===== config.mk =====
export PLATFORM = sky130hd
export DESIGN_NAME = oled_refresh_scheduler
export DESIGN_NICKNAME = d
export VERILOG_FILES = /design/src/rtl/oled_refresh_scheduler.sv
export SDC_FILE = /design/constraint.sdc
export NUM_CORES = 1
export LEC_CHECK = 0
export CORE_MARGIN = 1.5
export CORE_UTILIZATION = 30
export DETAILED_ROUTE_END_ITERATION = 8
export SETUP_SLACK_MARGIN = 0.1
export SLEW_MARGIN = 20
export SYNTH_ARGS = -nofsm -noshare
export SYNTH_HDL_FRONTEND = slang
export SYNTH_SLANG_ARGS = --single-unit

===== constraint.sdc =====
create_clock -name clk -period 2.5 [get_ports clk]
set_input_delay 0.375 -clock clk [delete_from_list [all_inputs] [get_ports clk]]
set_output_delay 0.375 -clock clk [all_outputs]
set_load 0.01 [all_outputs]

===== src/rtl/oled_refresh_scheduler.sv =====
// oled_refresh_scheduler
// Byte-stream scheduler for the SSD1309 SPI path. It streams full frames page
// by page (a 3-byte address header followed by COLUMNS display bytes per page)
// and inserts single user command bytes only in IDLE or between pages.
//
// Handshake: a byte transfers in any cycle where tx_valid && tx_ready. Once
// tx_valid is raised, tx_valid, tx_data and tx_dc hold until that cycle.
//
// Optional feature macro: OLED_SCHED_AUTO_REFRESH_EN. When defined, a free
// running counter requests a frame every REFRESH_DIV cycles.
//
// state_dbg mirrors the FSM state encoding (0 IDLE, 1 CMD, 2 HDR, 3 FETCH,
// 4 DATA, 5 DONE).
module oled_refresh_scheduler #(
  parameter int PAGES       = 8,
  parameter int COLUMNS     = 128,
  parameter int REFRESH_DIV = 450000,
  parameter int AW          = 10
) (
  input  logic          clk,
  input  logic          reset,
  input  logic          init_done,
  input  logic          frame_req,
  input  logic          cmd_req,
  input  logic [7:0]    cmd_byte,
  output logic          cmd_ack,
  output logic [AW-1:0] fb_rd_addr,
  input  logic [7:0]    fb_rd_data,
  output logic          tx_valid,
  output logic [7:0]    tx_data,
  output logic          tx_dc,
  input  logic          tx_ready,
  output logic          frame_busy,
  output logic          frame_done,
  output logic [2:0]    state_dbg
);

  localparam int PW = (PAGES > 1) ? $clog2(PAGES) : 1;
  localparam int CW = (COLUMNS > 1) ? $clog2(COLUMNS) : 1;
  localparam logic [PW-1:0] LAST_PAGE = PW'(PAGES - 1);
  localparam logic [CW-1:0] LAST_COL  = CW'(COLUMNS - 1);

  // Reject configurations the address bus or tick counter cannot represent.
  if (((2 ** AW) < (PAGES * COLUMNS)) || (REFRESH_DIV < 1)) begin : g_cfg_check
    $error("oled_refresh_scheduler: AW too small or REFRESH_DIV < 1");
  end

  typedef enum logic [2:0] {
    S_IDLE  = 3'd0,
    S_CMD   = 3'd1,
    S_HDR   = 3'd2,
    S_FETCH = 3'd3,
    S_DATA  = 3'd4,
    S_DONE  = 3'd5
  } state_t;

  state_t        state_q, state_d;
  logic [PW-1:0] page_q, page_d;
  logic [CW-1:0] col_q, col_d;
  logic [1:0]    hdr_q, hdr_d;
  logic          ret_hdr_q, ret_hdr_d;
  logic          frame_pend_q;
  logic          start_frame;
  logic          refresh_tick;

  assign state_dbg = state_q;

`ifdef OLED_SCHED_AUTO_REFRESH_EN
  localparam int RW = (REFRESH_DIV > 1) ? $clog2(REFRESH_DIV) : 1;
  localparam logic [RW-1:0] TICK_AT = RW'(REFRESH_DIV - 1);
  logic [RW-1:0] ref_cnt_q;

  // Free-running divider; the tick fires on the last count of each period.
  always_ff @(posedge clk or negedge reset) begin
    if (!reset) begin
      ref_cnt_q <= '0;
    end else if (ref_cnt_q == TICK_AT) begin
      ref_cnt_q <= '0;
    end else begin
      ref_cnt_q <= ref_cnt_q + RW'(1);
    end
  end

  assign refresh_tick = (ref_cnt_q == TICK_AT);
`else
  assign refresh_tick = 1'b0;
`endif

  // Next-state and tx interface decode. A command waits while cmd_ack is
  // still high so a requester that drops cmd_req on seeing the ack is not
  // served twice.
  always_comb begin
    state_d     = state_q;
    page_d      = page_q;
    col_d       = col_q;
    hdr_d       = hdr_q;
    ret_hdr_d   = ret_hdr_q;
    start_frame = 1'b0;
    tx_valid    = 1'b0;
    tx_data     = 8'h00;
    tx_dc       = 1'b0;
    unique case (state_q)
      S_IDLE: begin
        if (init_done) begin
          if (cmd_req && !cmd_ack) begin
            ret_hdr_d = 1'b0;
            state_d   = S_CMD;
          end else if (frame_pend_q) begin
            start_frame = 1'b1;
            page_d      = '0;
            hdr_d       = 2'd0;
            state_d     = S_HDR;
          end
        end
      end
      S_CMD: begin
        tx_valid = 1'b1;
        tx_data  = cmd_byte;
        if (tx_ready) begin
          hdr_d   = 2'd0;
          state_d = ret_hdr_q ? S_HDR : S_IDLE;
        end
      end
      S_HDR: begin
        tx_valid = 1'b1;
        case (hdr_q)
          2'd0:    tx_data = 8'hB0 | 8'(page_q);
          2'd1:    tx_data = 8'h00;
          default: tx_data = 8'h10;
        endcase
        if (tx_ready) begin
          if (hdr_q == 2'd2) begin
            col_d   = '0;
            state_d = S_FETCH;
          end else begin
            hdr_d = hdr_q + 2'd1;
          end
        end
      end
      S_FETCH: begin
        state_d = S_DATA;
      end
      S_DATA: begin
        // The read address is held through DATA, so the RAM keeps returning
        // the same byte while the transmitter stalls.
        tx_valid = 1'b1;
        tx_dc    = 1'b1;
        tx_data  = fb_rd_data;
        if (tx_ready) begin
          if (col_q != LAST_COL) begin
            col_d   = col_q + CW'(1);
            state_d = S_FETCH;
          end else if (page_q != LAST_PAGE) begin
            page_d = page_q + PW'(1);
            hdr_d  = 2'd0;
            if (cmd_req && !cmd_ack) begin
              ret_hdr_d = 1'b1;
              state_d   = S_CMD;
            end else begin
              state_d = S_HDR;
            end
          end else begin
            state_d = S_DONE;
          end
        end
      end
      S_DONE: begin
        state_d = S_IDLE;
      end
      default: begin
        state_d = S_IDLE;
      end
    endcase
  end

  // FSM state and position counters.
  always_ff @(posedge clk or negedge reset) begin
    if (!reset) begin
      state_q   <= S_IDLE;
      page_q    <= '0;
      col_q     <= '0;
      hdr_q     <= 2'd0;
      ret_hdr_q <= 1'b0;
    end else begin
      state_q   <= state_d;
      page_q    <= page_d;
      col_q     <= col_d;
      hdr_q     <= hdr_d;
      ret_hdr_q <= ret_hdr_d;
    end
  end

  // One-deep frame request latch; a request landing on the start cycle
  // re-arms it so that frame is not lost.
  always_ff @(posedge clk or negedge reset) begin
    if (!reset) begin
      frame_pend_q <= 1'b0;
    end else if (frame_req || refresh_tick) begin
      frame_pend_q <= 1'b1;
    end else if (start_frame) begin
      frame_pend_q <= 1'b0;
    end
  end

  // Registered status pulses and frame activity flag.
  always_ff @(posedge clk or negedge reset) begin
    if (!reset) begin
      cmd_ack    <= 1'b0;
      frame_done <= 1'b0;
      frame_busy <= 1'b0;
    end else begin
      cmd_ack    <= (state_q == S_CMD) && tx_ready;
      frame_done <= (state_d == S_DONE);
      if (start_frame) begin
        frame_busy <= 1'b1;
      end else if (state_d == S_DONE) begin
        frame_busy <= 1'b0;
      end
    end
  end

  // Framebuffer address is loaded on entry to FETCH and held through DATA.
  always_ff @(posedge clk or negedge reset) begin
    if (!reset) begin
      fb_rd_addr <= '0;
    end else if (state_d == S_FETCH) begin
      fb_rd_addr <= AW'(int'(page_d) * COLUMNS + int'(col_d));
    end
  end

endmodule


==> summary.txt, run 1 <==
Clock network
  – CTS tree: built
  – H-tree level count: 2
  – Reg clk slew, reported paths: roughly 0.07 ns
  – TritonCTS buffer count: 5
  – Clk Latency, worst-skew pair: approximately 0.28 ns
  – Clk sink count: 30
  – Max clock buf depth: 2
  – Hold Buf Count CTS: 0
  – Clk root buf: clkbuf_8

Die
  – Chip width: around 79 um
  – Die ar.: between 0.006 and 0.007 sq mm
  – Die height: just under 80 um
  – Starting Density: a little under a third
  – CORE AREA: roughly 0.0055 sq mm
  – Num ports: 48
  – # rows: 27

Yosys
  – Syn nets: 203
  – Most area-consuming cells after synthesis: dfrtp_1, ha_1, a22o_1, nand3_1, o21ai_0
  – Count leader, synth: dfrtp_1
  – Synth top cells by count: dfrtp_1, nand2_1, nor2_1
  – Share of the synthesized area in the top cell type: between 40% and 50%
  – Sequential cell area fraction in the yosys report: 43.4%
  – Post-synth EDFFs: 0
  – Ys async rst share: 100%
  – Yosys warnings: 0
  – Multiplexer share of the synthesized area: between 2 and 2.5%
  – Seq cells post-synth: 30
  – Main synth FF type: dfrtp_1
  – Xor/xnor share of the synthesized area: under 10%
  – Post-synthesis instance area: ~0.0017 sq mm
  – Syn avg cell area: between 9 and 10 sq um
  – Cells after synthesis: between 150 and 200
  – Synth Area in Compound Gates: between 20% and 30%
  – Largest family of logic cells by synthesized area: compound AO/OA/AOI/OAI gates
  – Adder-Cell Fraction of Synth Area: 3.62%
  – Area leader, netlist: dfrtp_1
  – Cell variety after synth: 53
  – Synth Area in Simple Gates: a little over a fifth

Place
  – Port Buffers: 47
  – Placed cell count: about 300
  – GP Congestion: ~0.82
  – Post-DP Area: between 0.002 and 0.0025 sq mm
  – Post-detail-place hpwl: about 3.3 mm

STA
  – Tmin final: ~2.3 ns
  – Max Clock Freq: between 400 and 500 MHz
  – Final number of setup-violating endpoints: 0
  – Max Slew Vio Count: 0
  – Setup TNS: 0 ns
  – Final hold vios: 0
  – RSZ-0062 raised after global routing: no
  – Fin Clk Skew: 0.00694 ns
  – Final period util: around 90%
  – Slew @ Worst Pin: between 0.3 and 0.4 ns
  – Rel. slew slack: 74.1%

Cells and area
  – Fillers: roughly 550
  – Diodes inserted: 0
  – Ratio of cells with drive above 1 in the final layout: 16.1%
  – Area grow syn2layout: 44.2%
  – Post-route insts no fill: 308
  – Post-route cell area: between 0.002 and 0.0025 sq mm
  – Final nets: roughly 260
  – Register Area: roughly 750 sq um
  – Multi-input logic area: approximately 900 sq um

Status
  – Status: complete, no violations

Routing
  – DRT antenna net count: 0
  – Vias per cell: roughly 5.2
  – DRC errors left: 0
  – DR vias: 1,597
  – WL/cell: 14.6 um
  – WL final: approximately 4.5 mm
  – Initial DRC count: between 60 and 70
  – First drt pass iteration count: 5

Global route
  – GRT Residual Overflow: 0
  – GRT Total Usage: between 15 and 20%
  – Global-route wire length before repair: 7.61 mm
  – Number of global-route vias before repair: 1,548
  – Largest net degree at the start of global routing: 31
  – Initial antenna violation count: 0

Critical path
  – Worst Path Required: between 2 and 2.5 ns
  – CP max FO: 9
  – Crit. End Element: primary output
  – Worst Setup Start Kind: register
  – CP Data Arrival Time: 1.93 ns
  – Crit Path Class: reg2out
  – FF-to-FF setup slack: roughly 0.60 ns
  – FF-to-FF Start: state_dbg[0]
  – CP Launch Point: state_dbg[0]

Power
  – Pwr dens: between 900 and 1000 mW/mm^2
  – Leak pwr: between 1 and 1.5 nW
  – Worst VDD drop: approximately 0.00054 V

Hold path
  – Hold crit path type: in2async

Flow run
  – Max-cap violations: 0
-- layout make-up --
type                    instances  area share, %
well taps                      72           3.61
clock inverters                 2           2.41
multi-input cells             130           36.2
repair buffers                 59           22.6
clock buffers                   6           3.31
flip-flops and latches         30           30.3
inverters                       9           1.56
-- metal layers --
layer  GRT usage [%]  part of all wire (%)  up-vias
li1                -                     -      787
met2            24.5                    45       47
met5               0                     0        -
met4            5.09                   1.7        0
met3            3.45                   5.8        9
met1            20.9                    47      754
-- worst paths after layout --
path,to,cells after the start
setup / recovery,tx_data[7],4
hold / removal,fb_rd_addr[2],2
setup reg to reg,fb_rd_addr[9],6
hold reg to reg,fb_rd_addr[0],1
max in group asynchronous,state_dbg[2],2
min in group clk,fb_rd_addr[0],1
-- timing repair --
| item | in CTS | in global routing |
|---|---|---|
| endpoints found under the setup margin | 9 | 7 |
| gates resized for setup | 5 | 4 |
| pin swaps | 1 | 3 |
| buffers inserted | 3 | 0 |
-- cells by family (layout without fill, tap and decap cells) --
kind of cell / after synthesis / in the layout
buffers and inverters: 16 / 76
multiplexers: 4 / 4
flip-flops: 30 / 30
XOR/XNOR: 2 / 2
AO/OA/AOI/OAI: 53 / 53
adder cells (fa/ha/maj): 5 / 5
AND/OR/NAND/NOR: 66 / 66
-- report_power, final --
part           internal, mW  total, mW  switching, mW
clock network         0.425      0.607          0.182
registers             0.596      0.690         0.0944
logic                 0.608       1.11          0.498
-- placed cells by master, fill, tap and decap left out, types with 2 or more instances in the layout --
cell type         n
a21oi_1           7
a211oi_1          2
o22ai_1           2
dlymetal6s2s_1    2
a222oi_1          3
and3_1            2
bufinv_16         2
and2_1            2
dfrtp_1          27
o2bb2ai_1         3
o21ai_0           9
mux2i_1           3
inv_1             8
clkdlybuf4s50_1  44
nand3_1           9
nand2_1          12
dfrtp_2           3
nor3_1            8
a221o_1           2
a31oi_1           6
nor2b_1           3
nor2_2            2
clkbuf_8          6
a22oi_1           2
a22o_1            7
nand4_1           3
ha_1              5
buf_4            12
nor2_1           11
-- sequential cells by signal (all words and copies together) (netlist names) --
signal	flops
ret_hdr_q	1
fb_rd_addr	10
page_q	3
hdr_q	2
cmd_ack	1
state_dbg	3
col_q	7
frame_done	1
frame_busy	1
frame_pend_q	1
-- stage by stage --
step	hold WS [ns]	setup WS (ns)	utilization (%)	total power [mW]
CTS	0.492	0.127	44.7	2.42
global placement	0.494	0.313	41.6	1.76
detailed placement	0.476	0.299	41.6	1.76
floorplan	0.0794	0.764	-	1.28
finish	0.484	0.192	45.0	2.40
global route	0.522	0.105	45.0	2.56
-- critical path, cell delays in order, from the launching register on --
cell and delay (ns):
dfrtp_2 0.46, or3b_4 0.44, inv_6 0.10, a221o_1 0.13
clkdlybuf4s50_1 0.52
(Power assumes the default switching activity.)
==> run 2: changes to the inputs <==
--- a/config.mk
+++ b/config.mk
@@ -5,8 +5,10 @@
 export SDC_FILE = /design/constraint.sdc
 export NUM_CORES = 1
 export LEC_CHECK = 0
+export CORE_ASPECT_RATIO = 0.7
 export CORE_MARGIN = 1.5
 export CORE_UTILIZATION = 30
+export CTS_CLUSTER_DIAMETER = 100
 export DETAILED_ROUTE_END_ITERATION = 8
 export SETUP_SLACK_MARGIN = 0.1
 export SLEW_MARGIN = 20
==> constraint.sdc (replaced) <==
create_clock -name clk -period 2.5 [get_ports clk]
set_input_delay 0.25 -clock clk [delete_from_list [all_inputs] [get_ports clk]]
set_output_delay 0.25 -clock clk [all_outputs]
set_load 0.01 [all_outputs]
==> run 2 against run 1 <==
Net effect: maximum frequency grew 0.42%; sequential power hardly changed; worst hold slack lost 0.12 ns; count of clock-buffer cells in the layout increased by 1; largest power group unchanged; critical path depth increased by 1; clock skew fell by 0.00087 ns; cell count rose by 2.3%; worst setup slack better by 0.0096 ns; global-route usage rose by 0.39 points; sequential share of layout area is 0.10 points higher; highest routed layer unchanged; routed wire length grew 5.2%.
==> summary.txt, run 2 (same netlist as run 1, synthesis figures left out) <==
Status
  – Status: complete, no violations

Critical path
  – Worst-path cell chain: or3b_4 -> inv_4 -> a222oi_1 -> inv_1 -> clkdlybuf4s50_1
  – CP max stage cell: clkdlybuf4s50_1
  – FF-to-FF Start: state_dbg[1]
  – Cell depth of the worst setup path: 5 (+1)
  – Worst Setup Start Kind: register
  – Delay-heaviest family, CP: buffers and inverters
  – Crit Path Class: reg2out
  – FF-to-FF setup slack: 0.53 ns (-0.07 ns)
  – Max incr delay on CP: 0.52 ns (about the same)
  – CP Launch Point: state_dbg[0]
  – CP bufs+invs: 3 (+1)
  – Reg-to-reg endpoint: fb_rd_addr[9]
  – Crit. End Element: primary output
  – R2r worst-path depth: 8 (+2)
  – Critical Path Sink: tx_data[1]
  – Worst Path Required: 2.25 ns (+0.13 ns)
  – CP max FO: 9 (unchanged)
  – CP Data Arrival Time: 2.05 ns (+0.12 ns)

Place
  – Dpl ws: 0.353 ns (+0.0535 ns)
  – Port Buffers: 47 (unchanged)
  – Post-DP Area: 0.00231 sq mm (unchanged)
  – Post-detail-place hpwl: 3.40 mm (+2.2%)
  – GP Congestion: 0.874 (+6.4%)

Hold path
  – Hold crit path type: in2async

Power
  – Pwr dens: 924 mW/mm^2 (-4.2%)
  – Leak pwr: 1.10 nW (-0.89%)
  – Worst VDD drop: 0.000380 V (-29%)
  – Switching share of power: 35.7% (+3.5 points)
  – Sequential share of power: 30.1% (+1.4 points)
  – Combinational power share: 51.8% (+5.8 points)
  – Switching Power: 818 uW (+5.7%)
  – Clock share of power: 18.1% (-7.2 points)
  – Internal: 1.47 mW (-9.6%)

Clock network
  – H-tree level count: 2 (unchanged)
  – Max clock buf depth: 2 (unchanged)
  – CTS tree: built
  – Clk sink count: 30 (unchanged)
  – Hold Buf Count CTS: 0 (unchanged)
  – Clk Latency, worst-skew pair: 0.29 ns (about the same)
  – TritonCTS buffer count: 5 (unchanged)
  – Reg clk slew, reported paths: 0.07 ns (about the same)
  – Clk root buf: clkbuf_8

STA
  – Max Clock Freq: 435 MHz (+0.42%)
  – Rel. slew slack: 73.5% (-0.52 points)
  – Final number of setup-violating endpoints: 0 (unchanged)
  – Final worst slack: 0.202 ns (+0.00960 ns)
  – Max Slew Vio Count: 0 (unchanged)
  – Final period util: 91.9% (-0.38 points)
  – Hold_ws: 0.360 ns (-0.125 ns)
  – RSZ-0062 raised after global routing: no
  – Fin Clk Skew: 0.00607 ns (-0.000867 ns)
  – Final hold vios: 0 (unchanged)
  – Setup TNS: 0 ns (unchanged)
  – Slew @ Worst Pin: 0.397 ns (+0.00773 ns)
  – Tmin final: 2.30 ns (-0.00960 ns)

Die
  – CORE AREA: 0.00540 sq mm (-2.6%)
  – # rows: 22 (-19%)
  – Die height: 66.5 um (-16%)
  – Starting Density: 32.0% (+0.84 points)
  – Die ar.: 0.00623 sq mm (+0.12%)
  – Num ports: 48 (unchanged)
  – Chip width: 93.7 um (+19%)

Routing
  – First drt pass iteration count: 5 (unchanged)
  – Vias per cell: 5.15 (-0.75%)
  – DRC errors left: 0 (unchanged)
  – Initial DRC count: 156 (+150%)
  – WL final: 4.73 mm (+5.2%)
  – DRT antenna net count: 0 (unchanged)
  – WL/cell: 15.0 um (+2.8%)
  – DR vias: 1,621 (+1.5%)

Cells and area
  – Ratio of cells with drive above 1 in the final layout: 17.7% (+1.6 points)
  – Largest register FFs: 10 (unchanged)
  – Diodes inserted: 0 (unchanged)
  – Final nets: 269 (+2.7%)
  – Commonest non-fill, non-tap cells in the layout: clkdlybuf4s50_1, dfrtp_1, buf_4, nand2_1, nor2_1
  – Area grow syn2layout: 43.5%
  – Post-route cell area: 0.00248 sq mm (-0.50%)
  – Top flop regs: fb_rd_addr (10), col_q (7)
  – Biggest register: fb_rd_addr
  – Fillers: 559 (+2.6%)
  – Most common cell after layout, fill and taps aside: clkdlybuf4s50_1

Global route
  – Global-route wire length before repair: 7.42 mm (-2.4%)
  – Initial antenna violation count: 0 (unchanged)
  – Number of global-route vias before repair: 1,442 (-6.8%)
  – Largest net degree at the start of global routing: 31 (unchanged)
  – GRT Residual Overflow: 0 (unchanged)
  – GRT Total Usage: 15.8% (+0.39 points)

Flow run
  – Max-cap violations: 0 (unchanged)
[run 2: stage by stage]
step | utilization, % | power (mW) | instances
global route | 46.0 | 2.45 | 315
floorplan | - | 1.28 | 176
detailed placement | 42.8 | 1.76 | 297
global placement | 42.8 | 1.76 | 297
finish | 46.0 | 2.29 | 315
CTS | 44.5 | 2.19 | 305
[run 2: area by class of cell]
cell class                 count  area, sq um  share of cell area, %
sequential                    30          753                   30.4
tap                           72         90.1                   3.63
clock buffer                   7         86.3                   3.48
timing repair buffer          66          613                   24.7
multi-input combinational    130          896                   36.1
inverter                       9         36.3                   1.46
clock inverter                 1         5.00                  0.202
[run 2: how the worst min path moves through the flow]
stage | end | slack, ns | cells after the start
6_report | fb_rd_addr[8] | 0.36 | 2
5_1_grt | frame_done | 0.40 | 2
4_1_cts | fb_rd_addr[9] | 0.39 | 2
3_5_place_dp | fb_rd_addr[5] | 0.48 | 1
3_3_place_gp | fb_rd_addr[5] | 0.48 | 1
2_1_floorplan | cmd_ack | -0.05 | 0
[run 2: timing repair]
item / CTS / global route
pin swaps: 0 / 1
setup endpoints to repair: 7 / 8
gates resized for setup: 2 / 3
buffers inserted: 0 / 10
gates cloned: 0 / 0
[run 2: routing by layer]
layer | up-vias | global-route usage [%] | routed length, um
met5 | - | 0 | 0
met3 | 9 | 5.25 | 422
met2 | 64 | 20.7 | 1750
met1 | 751 | 23.2 | 2490
met4 | 0 | 6.72 | 72
li1 | 797 | - | -
[run 2: power groups by stage]
stage / combinational, mW / clock [mW] / sequential, mW
3_3_place_gp: 1.04 / 0 / 0.724
5_1_grt: 1.29 / 0.453 / 0.708
6_report: 1.19 / 0.415 / 0.690
3_5_place_dp: 1.04 / 0 / 0.724
2_1_floorplan: 0.570 / 0 / 0.711
4_1_cts: 1.05 / 0.425 / 0.718
